**config.mk**
```make
export PLATFORM = sky130hd
export DESIGN_NAME = mem_arbiter_flat
export DESIGN_NICKNAME = d
export VERILOG_FILES = /design/src/rtl/orion_types.sv /design/src/rtl/mem_arbiter_if.sv /design/src/rtl/arb_id_fifo.sv /design/src/rtl/mem_arbiter.sv /design/src/flat_wrapper.sv
export SDC_FILE = /design/constraint.sdc
export NUM_CORES = 1
export LEC_CHECK = 0
export ABC_AREA = 1
export CORE_AREA = 3 3 107 109
export DETAILED_ROUTE_END_ITERATION = 12
export DIE_AREA = 0 0 110 112
export SLEW_MARGIN = 20
export SYNTH_ARGS = -nofsm -noshare
export SYNTH_HDL_FRONTEND = slang
export SYNTH_SLANG_ARGS = --single-unit
export TNS_END_PERCENT = 50
```
**constraint.sdc**
```tcl
create_clock -name clk_i -period 1.6 [get_ports clk_i]
set_clock_uncertainty 0.05 [all_clocks]
set_input_delay 0.24 -clock clk_i [delete_from_list [all_inputs] [get_ports clk_i]]
set_output_delay 0.24 -clock clk_i [all_outputs]
set_load 0.02 [all_outputs]
```
**src/rtl/orion_types.sv**
```systemverilog
// Shared core types: bus widths, arbiter source IDs and the default in-flight limit.
package orion_types;
  localparam int ADDRW = 32;
  localparam int XLEN  = 32;
  localparam int MASKW = XLEN / 8;

  localparam int MEM_ARB_MAX_OUTST = 2;

  typedef enum logic {
    ARB_SRC_IMEM = 1'b0,
    ARB_SRC_DMEM = 1'b1
  } arb_src_e;
endpackage

```
**src/rtl/mem_arbiter_if.sv**
```systemverilog
// Fetch, data and memory request/response channels around mem_arbiter.
// slave = the arbiter's view; master = the core/memory environment.
interface mem_arbiter_if;
  import orion_types::*;

  logic             imem_req_valid_i;
  logic [ADDRW-1:0] imem_req_addr_i;
  logic             imem_req_ready_o;
  logic             imem_rsp_valid_o;
  logic [XLEN-1:0]  imem_rsp_rdata_o;

  logic             dmem_req_valid_i;
  logic [ADDRW-1:0] dmem_req_addr_i;
  logic [MASKW-1:0] dmem_req_mask_i;
  logic [XLEN-1:0]  dmem_req_wdata_i;
  logic             dmem_req_we_i;
  logic             dmem_req_ready_o;
  logic             dmem_rsp_valid_o;
  logic [XLEN-1:0]  dmem_rsp_rdata_o;

  logic             mem_req_valid_o;
  logic             mem_req_ready_i;
  logic [ADDRW-1:0] mem_req_addr_o;
  logic [MASKW-1:0] mem_req_mask_o;
  logic [XLEN-1:0]  mem_req_wdata_o;
  logic             mem_req_we_o;
  logic             mem_rsp_valid_i;
  logic [XLEN-1:0]  mem_rsp_rdata_i;

  modport slave (
    input  imem_req_valid_i, imem_req_addr_i,
    output imem_req_ready_o, imem_rsp_valid_o, imem_rsp_rdata_o,
    input  dmem_req_valid_i, dmem_req_addr_i, dmem_req_mask_i, dmem_req_wdata_i, dmem_req_we_i,
    output dmem_req_ready_o, dmem_rsp_valid_o, dmem_rsp_rdata_o,
    output mem_req_valid_o, mem_req_addr_o, mem_req_mask_o, mem_req_wdata_o, mem_req_we_o,
    input  mem_req_ready_i, mem_rsp_valid_i, mem_rsp_rdata_i
  );

  modport master (
    output imem_req_valid_i, imem_req_addr_i,
    input  imem_req_ready_o, imem_rsp_valid_o, imem_rsp_rdata_o,
    output dmem_req_valid_i, dmem_req_addr_i, dmem_req_mask_i, dmem_req_wdata_i, dmem_req_we_i,
    input  dmem_req_ready_o, dmem_rsp_valid_o, dmem_rsp_rdata_o,
    input  mem_req_valid_o, mem_req_addr_o, mem_req_mask_o, mem_req_wdata_o, mem_req_we_o,
    output mem_req_ready_i, mem_rsp_valid_i, mem_rsp_rdata_i
  );
endinterface

```
**src/rtl/arb_id_fifo.sv**
```systemverilog
// In-order FIFO of 1-bit source IDs; pointers wrap at DEPTH so any depth >= 1 works.
module arb_id_fifo #(
  parameter int DEPTH = 2,
  parameter int CW    = $clog2(DEPTH + 1)
) (
  input  logic          clk,
  input  logic          rst,
  input  logic          push,
  input  logic          din,
  input  logic          pop,
  output logic          head,
  output logic          full,
  output logic          empty,
  output logic [CW-1:0] count
);
  localparam int PW = (DEPTH > 1) ? $clog2(DEPTH) : 1;

  logic [DEPTH-1:0] mem_q;
  logic [PW-1:0]    wr_ptr_q, rd_ptr_q;
  logic [CW-1:0]    cnt_q;
  logic             do_push, do_pop;

  function automatic logic [PW-1:0] ptr_inc(input logic [PW-1:0] p);
    return (p == PW'(DEPTH - 1)) ? '0 : p + 1'b1;
  endfunction

  assign full    = (cnt_q == CW'(DEPTH));
  assign empty   = (cnt_q == '0);
  assign count   = cnt_q;
  assign head    = mem_q[rd_ptr_q];
  assign do_push = push && !full;
  assign do_pop  = pop && !empty;

  always_ff @(posedge clk or posedge rst) begin
    if (rst) begin
      mem_q    <= '0;
      wr_ptr_q <= '0;
      rd_ptr_q <= '0;
      cnt_q    <= '0;
    end else begin
      if (do_push) begin
        mem_q[wr_ptr_q] <= din;
        wr_ptr_q        <= ptr_inc(wr_ptr_q);
      end
      if (do_pop) rd_ptr_q <= ptr_inc(rd_ptr_q);
      cnt_q <= cnt_q + CW'(do_push) - CW'(do_pop);
    end
  end
endmodule

```
**src/rtl/mem_arbiter.sv**
```systemverilog
// Shares one memory port between fetch and data requesters with in-order response routing.
// Define ORION_ARB_RR_EN for round-robin ties; otherwise DMEM wins ties.
module mem_arbiter
  import orion_types::*;
#(
  parameter int MAX_OUTST = MEM_ARB_MAX_OUTST
) (
  input logic           clk_i,
  input logic           rst_i,
  mem_arbiter_if.slave  bus
);
  localparam int CW = $clog2(MAX_OUTST + 1);

  arb_src_e      sel, tie_src, lock_src_q, head_src;
  logic          lock_q, can_issue, req_valid, handshake, rsp_pop;
  logic          head, fifo_full, fifo_empty;
  logic [CW-1:0] cnt_q;

`ifdef ORION_ARB_RR_EN
  arb_src_e last_q;

  always_ff @(posedge clk_i or posedge rst_i) begin
    if (rst_i)          last_q <= ARB_SRC_IMEM;
    else if (handshake) last_q <= sel;
  end

  assign tie_src = (last_q == ARB_SRC_IMEM) ? ARB_SRC_DMEM : ARB_SRC_IMEM;
`else
  assign tie_src = ARB_SRC_DMEM;
`endif

  // A stalled request keeps its source so the memory-side payload never changes under valid.
  always_comb begin
    sel = ARB_SRC_IMEM;
    if (lock_q)
      sel = lock_src_q;
    else if (bus.dmem_req_valid_i && bus.imem_req_valid_i)
      sel = tie_src;
    else if (bus.dmem_req_valid_i)
      sel = ARB_SRC_DMEM;
  end

  // Gate on the registered count only: no combinational response-to-ready path.
  assign can_issue = !rst_i && (cnt_q < CW'(MAX_OUTST));
  assign req_valid = (sel == ARB_SRC_DMEM) ? bus.dmem_req_valid_i : bus.imem_req_valid_i;
  assign handshake = bus.mem_req_valid_o && bus.mem_req_ready_i;

  assign bus.mem_req_valid_o  = can_issue && req_valid;
  assign bus.imem_req_ready_o = can_issue && (sel == ARB_SRC_IMEM) && bus.mem_req_ready_i;
  assign bus.dmem_req_ready_o = can_issue && (sel == ARB_SRC_DMEM) && bus.mem_req_ready_i;

  always_comb begin
    bus.mem_req_addr_o  = bus.imem_req_addr_i;
    bus.mem_req_mask_o  = '1;
    bus.mem_req_wdata_o = '0;
    bus.mem_req_we_o    = 1'b0;
    if (sel == ARB_SRC_DMEM) begin
      bus.mem_req_addr_o  = bus.dmem_req_addr_i;
      bus.mem_req_mask_o  = bus.dmem_req_mask_i;
      bus.mem_req_wdata_o = bus.dmem_req_wdata_i;
      bus.mem_req_we_o    = bus.dmem_req_we_i;
    end
  end

  always_ff @(posedge clk_i or posedge rst_i) begin
    if (rst_i) begin
      lock_q     <= 1'b0;
      lock_src_q <= ARB_SRC_IMEM;
    end else if (handshake) begin
      lock_q <= 1'b0;
    end else if (bus.mem_req_valid_o) begin
      lock_q     <= 1'b1;
      lock_src_q <= sel;
    end
  end

  arb_id_fifo #(.DEPTH(MAX_OUTST), .CW(CW)) u_id_fifo (
    .clk   (clk_i),
    .rst   (rst_i),
    .push  (handshake),
    .din   (sel == ARB_SRC_DMEM),
    .pop   (rsp_pop),
    .head  (head),
    .full  (fifo_full),
    .empty (fifo_empty),
    .count (cnt_q)
  );

  // Responses with nothing in flight are dropped rather than routed.
  assign rsp_pop  = bus.mem_rsp_valid_i && !fifo_empty;
  assign head_src = head ? ARB_SRC_DMEM : ARB_SRC_IMEM;

  assign bus.imem_rsp_valid_o = !rst_i && rsp_pop && (head_src == ARB_SRC_IMEM);
  assign bus.dmem_rsp_valid_o = !rst_i && rsp_pop && (head_src == ARB_SRC_DMEM);
  assign bus.imem_rsp_rdata_o = bus.mem_rsp_rdata_i;
  assign bus.dmem_rsp_rdata_o = bus.mem_rsp_rdata_i;

`ifndef SYNTHESIS
  always @(posedge clk_i) begin
    if (!rst_i && bus.mem_rsp_valid_i) begin
      assert (!fifo_empty)
        else $warning("mem_arbiter: memory response with no request in flight");
    end
    if (!rst_i && handshake) begin
      assert (!fifo_full)
        else $error("mem_arbiter: issue with in-flight tracking full");
    end
  end
`endif
endmodule

```
**src/flat_wrapper.sv**
```systemverilog
// flat-port wrapper written by rule: the top's interface ports become plain ports
module mem_arbiter_flat import orion_types::*;
#(
  parameter int MAX_OUTST = MEM_ARB_MAX_OUTST
)
  (clk_i, rst_i, bus_imem_req_valid_i, bus_imem_req_addr_i, bus_imem_req_ready_o, bus_imem_rsp_valid_o, bus_imem_rsp_rdata_o, bus_dmem_req_valid_i, bus_dmem_req_addr_i, bus_dmem_req_mask_i, bus_dmem_req_wdata_i, bus_dmem_req_we_i, bus_dmem_req_ready_o, bus_dmem_rsp_valid_o, bus_dmem_rsp_rdata_o, bus_mem_req_valid_o, bus_mem_req_addr_o, bus_mem_req_mask_o, bus_mem_req_wdata_o, bus_mem_req_we_o, bus_mem_req_ready_i, bus_mem_rsp_valid_i, bus_mem_rsp_rdata_i);
  mem_arbiter_if bus_i ();
  input logic clk_i;
  input logic rst_i;
  input wire logic [$bits(bus_i.imem_req_valid_i)-1:0] bus_imem_req_valid_i;
  input wire logic [$bits(bus_i.imem_req_addr_i)-1:0] bus_imem_req_addr_i;
  output wire logic [$bits(bus_i.imem_req_ready_o)-1:0] bus_imem_req_ready_o;
  output wire logic [$bits(bus_i.imem_rsp_valid_o)-1:0] bus_imem_rsp_valid_o;
  output wire logic [$bits(bus_i.imem_rsp_rdata_o)-1:0] bus_imem_rsp_rdata_o;
  input wire logic [$bits(bus_i.dmem_req_valid_i)-1:0] bus_dmem_req_valid_i;
  input wire logic [$bits(bus_i.dmem_req_addr_i)-1:0] bus_dmem_req_addr_i;
  input wire logic [$bits(bus_i.dmem_req_mask_i)-1:0] bus_dmem_req_mask_i;
  input wire logic [$bits(bus_i.dmem_req_wdata_i)-1:0] bus_dmem_req_wdata_i;
  input wire logic [$bits(bus_i.dmem_req_we_i)-1:0] bus_dmem_req_we_i;
  output wire logic [$bits(bus_i.dmem_req_ready_o)-1:0] bus_dmem_req_ready_o;
  output wire logic [$bits(bus_i.dmem_rsp_valid_o)-1:0] bus_dmem_rsp_valid_o;
  output wire logic [$bits(bus_i.dmem_rsp_rdata_o)-1:0] bus_dmem_rsp_rdata_o;
  output wire logic [$bits(bus_i.mem_req_valid_o)-1:0] bus_mem_req_valid_o;
  output wire logic [$bits(bus_i.mem_req_addr_o)-1:0] bus_mem_req_addr_o;
  output wire logic [$bits(bus_i.mem_req_mask_o)-1:0] bus_mem_req_mask_o;
  output wire logic [$bits(bus_i.mem_req_wdata_o)-1:0] bus_mem_req_wdata_o;
  output wire logic [$bits(bus_i.mem_req_we_o)-1:0] bus_mem_req_we_o;
  input wire logic [$bits(bus_i.mem_req_ready_i)-1:0] bus_mem_req_ready_i;
  input wire logic [$bits(bus_i.mem_rsp_valid_i)-1:0] bus_mem_rsp_valid_i;
  input wire logic [$bits(bus_i.mem_rsp_rdata_i)-1:0] bus_mem_rsp_rdata_i;
  assign bus_i.imem_req_valid_i = bus_imem_req_valid_i;
  assign bus_i.imem_req_addr_i = bus_imem_req_addr_i;
  assign bus_imem_req_ready_o = bus_i.imem_req_ready_o;
  assign bus_imem_rsp_valid_o = bus_i.imem_rsp_valid_o;
  assign bus_imem_rsp_rdata_o = bus_i.imem_rsp_rdata_o;
  assign bus_i.dmem_req_valid_i = bus_dmem_req_valid_i;
  assign bus_i.dmem_req_addr_i = bus_dmem_req_addr_i;
  assign bus_i.dmem_req_mask_i = bus_dmem_req_mask_i;
  assign bus_i.dmem_req_wdata_i = bus_dmem_req_wdata_i;
  assign bus_i.dmem_req_we_i = bus_dmem_req_we_i;
  assign bus_dmem_req_ready_o = bus_i.dmem_req_ready_o;
  assign bus_dmem_rsp_valid_o = bus_i.dmem_rsp_valid_o;
  assign bus_dmem_rsp_rdata_o = bus_i.dmem_rsp_rdata_o;
  assign bus_mem_req_valid_o = bus_i.mem_req_valid_o;
  assign bus_mem_req_addr_o = bus_i.mem_req_addr_o;
  assign bus_mem_req_mask_o = bus_i.mem_req_mask_o;
  assign bus_mem_req_wdata_o = bus_i.mem_req_wdata_o;
  assign bus_mem_req_we_o = bus_i.mem_req_we_o;
  assign bus_i.mem_req_ready_i = bus_mem_req_ready_i;
  assign bus_i.mem_rsp_valid_i = bus_mem_rsp_valid_i;
  assign bus_i.mem_rsp_rdata_i = bus_mem_rsp_rdata_i;
  mem_arbiter #(.MAX_OUTST(MAX_OUTST)) u_core (.clk_i(clk_i), .rst_i(rst_i), .bus(bus_i));
endmodule
```
==> impl_metrics.json <==
{
  "status": "finished, violations left",
  "violations": "negative setup slack",
  "fin_crit_ns": 1.84,
  "grt_max_degree": 31,
  "drt-wirelength-per-cell_um": 14.0,
  "worstReg2RegStart": "u_core.lock_q",
  "period_share": 1.15,
  "critPathLaunchType": "flop",
  "htree_levels": 1,
  "cts_buffers": 3,
  "drcViolationCount": 0,
  "finalWorstSetupSlack_ns": -0.244,
  "antenna_found_initial": 0,
  "ir_drop_uv": 682,
  "slew_viol_final": 0,
  "dr.pass1.iters": 4,
  "p_switching_w": 0.00288,
  "intPower_w": 0.00318,
  "cts_tree": "yes",
  "worstHoldPathType": "in -> async",
  "vias": 2254,
  "arrival_ns": 1.55,
  "synth_nets": 438,
  "hold_viol_final": 0,
  "drtAntennaViolNets": 0,
  "final.setup.tns_ns": -7.11,
  "pwr-share-clk": 0.039,
  "crit_end": "bus_mem_req_mask_o[0]",
  "relSlewSlack": 0.822,
  "post_synth.cell_area_avg_um2": 5.52,
  "first_iter_violations": 93,
  "routabilityCongestion": 0.720,
  "area_growth_pct": 129,
  "drive_gt1_frac": 0.367,
  "die_x_um": 110,
  "tightestPinTransition_ns": 0.266,
  "synth.largest_area_cell": "buf_4",
  "rsz0062_at_grt": "true",
  "cts.sinks": 8,
  "seq_power_share": 0.068,
  "cp_slowest_cell": "dfrtp_2",
  "hpwl_um": 6180,
  "ys_ff_latch": 8,
  "synth-seq-area-share": 0.122,
  "synth_top_area_frac": 0.292,
  "cts_hold_buf": 0,
  "syn-cell-area_um2": 1640,
  "root_buffer": "clkbuf_8",
  "cpPeakStageDelay_ns": 0.45,
  "grt_pass1_vias": 2220,
  "ys_warn_count": 0,
  "combPwrFrac": 0.893,
  "viasPerCell": 3.88,
  "leakagePower_nw": 1.90,
  "reg2reg_depth": 13,
  "nFillCells": 1147,
  "end_kind": "primary output",
  "powerDensity_nw_per_um2": 1610,
  "die_area_um2": 12300,
  "ys_types": 25,
  "clkTransAtPathRegs_ns": 0.04,
  "initial_utilization": 0.154,
  "crit_fanout": 6,
  "drt-total-wl_um": 8140,
  "netSwitchingFraction": 0.475,
  "cp.required_ns": 1.31,
  "core_um2": 10700,
  "die_y_um": 112,
  "worstPathCellList": "nand2_2 > nand2_8 > bufbuf_16 > or2_1 > buf_2",
  "total_power_w": 0.00606,
  "fin_nets": 583,
  "diodes": 0,
  "synthTopCellsByArea": "buf_4 (29%), nand2_1 (25%), dfrtp_1 (12%)",
  "grt_first_pass_wirelength_um": 11000,
  "rrSetupSlack_ns": -0.20,
  "clk_path_buf_depth": 2,
  "r2r_end": "u_core.u_id_fifo.count[1]",
  "fmaxAchievable_ghz": 0.542,
  "gr-total-overflow": 0,
  "io_buffers": 180,
  "crit_type": "reg -> out",
  "track_usage": 0.113,
  "setup_viol": 69,
  "num_rows": 38,
  "crit_start": "u_core.lock_q",
  "netlist_instances": 298,
  "cap_violations": 0,
  "pin_count": 277,
  "clk_latency_ns": 0.22
}
critical path: cells and delay by family (launching register included):
kind,cells,cell delay [ns]
flip-flops,1,0.45
buffers and inverters,2,0.45
AND/OR/NAND/NOR,3,0.43
metrics by stage:
step | utilization | setup slack, ns | hold WS (ns) | cells | area, µm²
5_1_grt | 0.352 | -0.323 | 0.121 | 581 | 3770
3_3_place_gp | 0.310 | -0.716 | 0.430 | 566 | 3320
3_5_place_dp | 0.310 | -0.729 | 0.430 | 566 | 3320
6_report | 0.352 | -0.244 | 0.0891 | 581 | 3770
4_1_cts | 0.339 | -0.292 | 0.430 | 575 | 3630
2_1_floorplan | - | -0.0420 | 0.0109 | 298 | 1670
kinds of logic (layout without fill, tap and decap cells):
logic type,after synthesis,in the layout,synth area share
buf+inv,115,258,0.416
compound gates,3,3,0.0114
simple gates,168,168,0.426
xor+xnor,2,2,0.0107
flops,8,8,0.122
fa+ha+maj,1,1,0.00761
mux,1,1,0.00609
how the worst min path moves through the flow:
stage                                endpoint  depth (start not counted)                    start
floorplan                       u_core.lock_q                          1                    rst_i
global placement     bus_dmem_rsp_rdata_o[11]                          0  bus_mem_rsp_rdata_i[11]
detailed placement   bus_dmem_rsp_rdata_o[11]                          0  bus_mem_rsp_rdata_i[11]
CTS                  bus_dmem_rsp_rdata_o[11]                          0  bus_mem_rsp_rdata_i[11]
global route        u_core.u_id_fifo.count[1]                          3                    rst_i
finish              u_core.u_id_fifo.mem_q[1]                          3                    rst_i
Yosys cell counts:
master and instances:
nand2_1 111, buf_4 64, inv_1 40, nor2_1 34, buf_2 10, dfrtp_1 8
nand3_1 5, nand2_2 3, nand4_1 3, or2_1 3, nand3_2 2, o21ai_1 2
and3_1 1, ha_1 1, inv_2 1, mux2i_1 1, nand2_4 1, nand3b_1 1
nor3_1 1, nor4_1 1, nor4_2 1, o21ai_2 1, or2_2 1, xnor2_1 1
xor2_1 1
layout by cell type, fill, tap and decap left out, types with 2 or more instances in the layout:
cell type / count
buf_12: 4
inv_1: 39
clkdlybuf4s50_1: 104
buf_6: 51
o21ai_2: 2
dfrtp_1: 7
dlygate4sd2_1: 2
or2_1: 3
nand3_2: 3
nand3_1: 3
nand2_1: 101
nor2_1: 10
clkbuf_16: 2
nor2_4: 5
buf_2: 3
nor2_2: 19
nand2_8: 2
clkbuf_8: 3
nand4_1: 3
clkdlybuf4s15_2: 2
nand2_2: 10
buf_4: 41
buf_16: 3
nand2_4: 2
registers in the layout (all words and copies together), names as in the netlist:
register	cells
u_core.lock_q	1
u_core.lock_src_q	1
u_core.u_id_fifo.count	2
u_core.u_id_fifo.mem_q	2
u_core.u_id_fifo.rd_ptr_q	1
u_core.u_id_fifo.wr_ptr_q	1
per-layer routing:
| layer | routed length, µm | track usage |
|---|---|---|
| met4 | 32 | 0.00998 |
| met5 | 0 | 0 |
| met1 | 3000 | 0.121 |
| met3 | 1050 | 0.0412 |
| met2 | 4050 | 0.214 |
layout make-up:
type,count,area (µm²),share of cell area
Inverter,41,156,0.0415
Timing Repair Buffer,214,2240,0.593
Sequential cell,8,201,0.0535
Clock buffer,3,41.3,0.0110
Tap cell,140,175,0.0465
Multi-Input combinational cell,175,958,0.254
power groups by stage:
stage | clock network, W | logic, W | registers, W
6_report | 0.000238 | 0.00541 | 0.000410
5_1_grt | 0.000258 | 0.00577 | 0.000425
4_1_cts | 0.000247 | 0.00516 | 0.000395
3_5_place_dp | 0 | 0.00428 | 0.000384
3_3_place_gp | 0 | 0.00425 | 0.000383
2_1_floorplan | 0 | 0.00228 | 0.000380
timing repair:
item / 4_1_cts / 5_1_grt
endpoints found under the setup margin: 80 / 78
endpoints found under the hold margin: 0 / 0
pin swaps: 6 / 5
gates cloned: 4 / 3
buffers inserted: 2 / 3
gates resized for setup: 450 / 18
No activity file was read; power rests on OpenSTA's default activity.
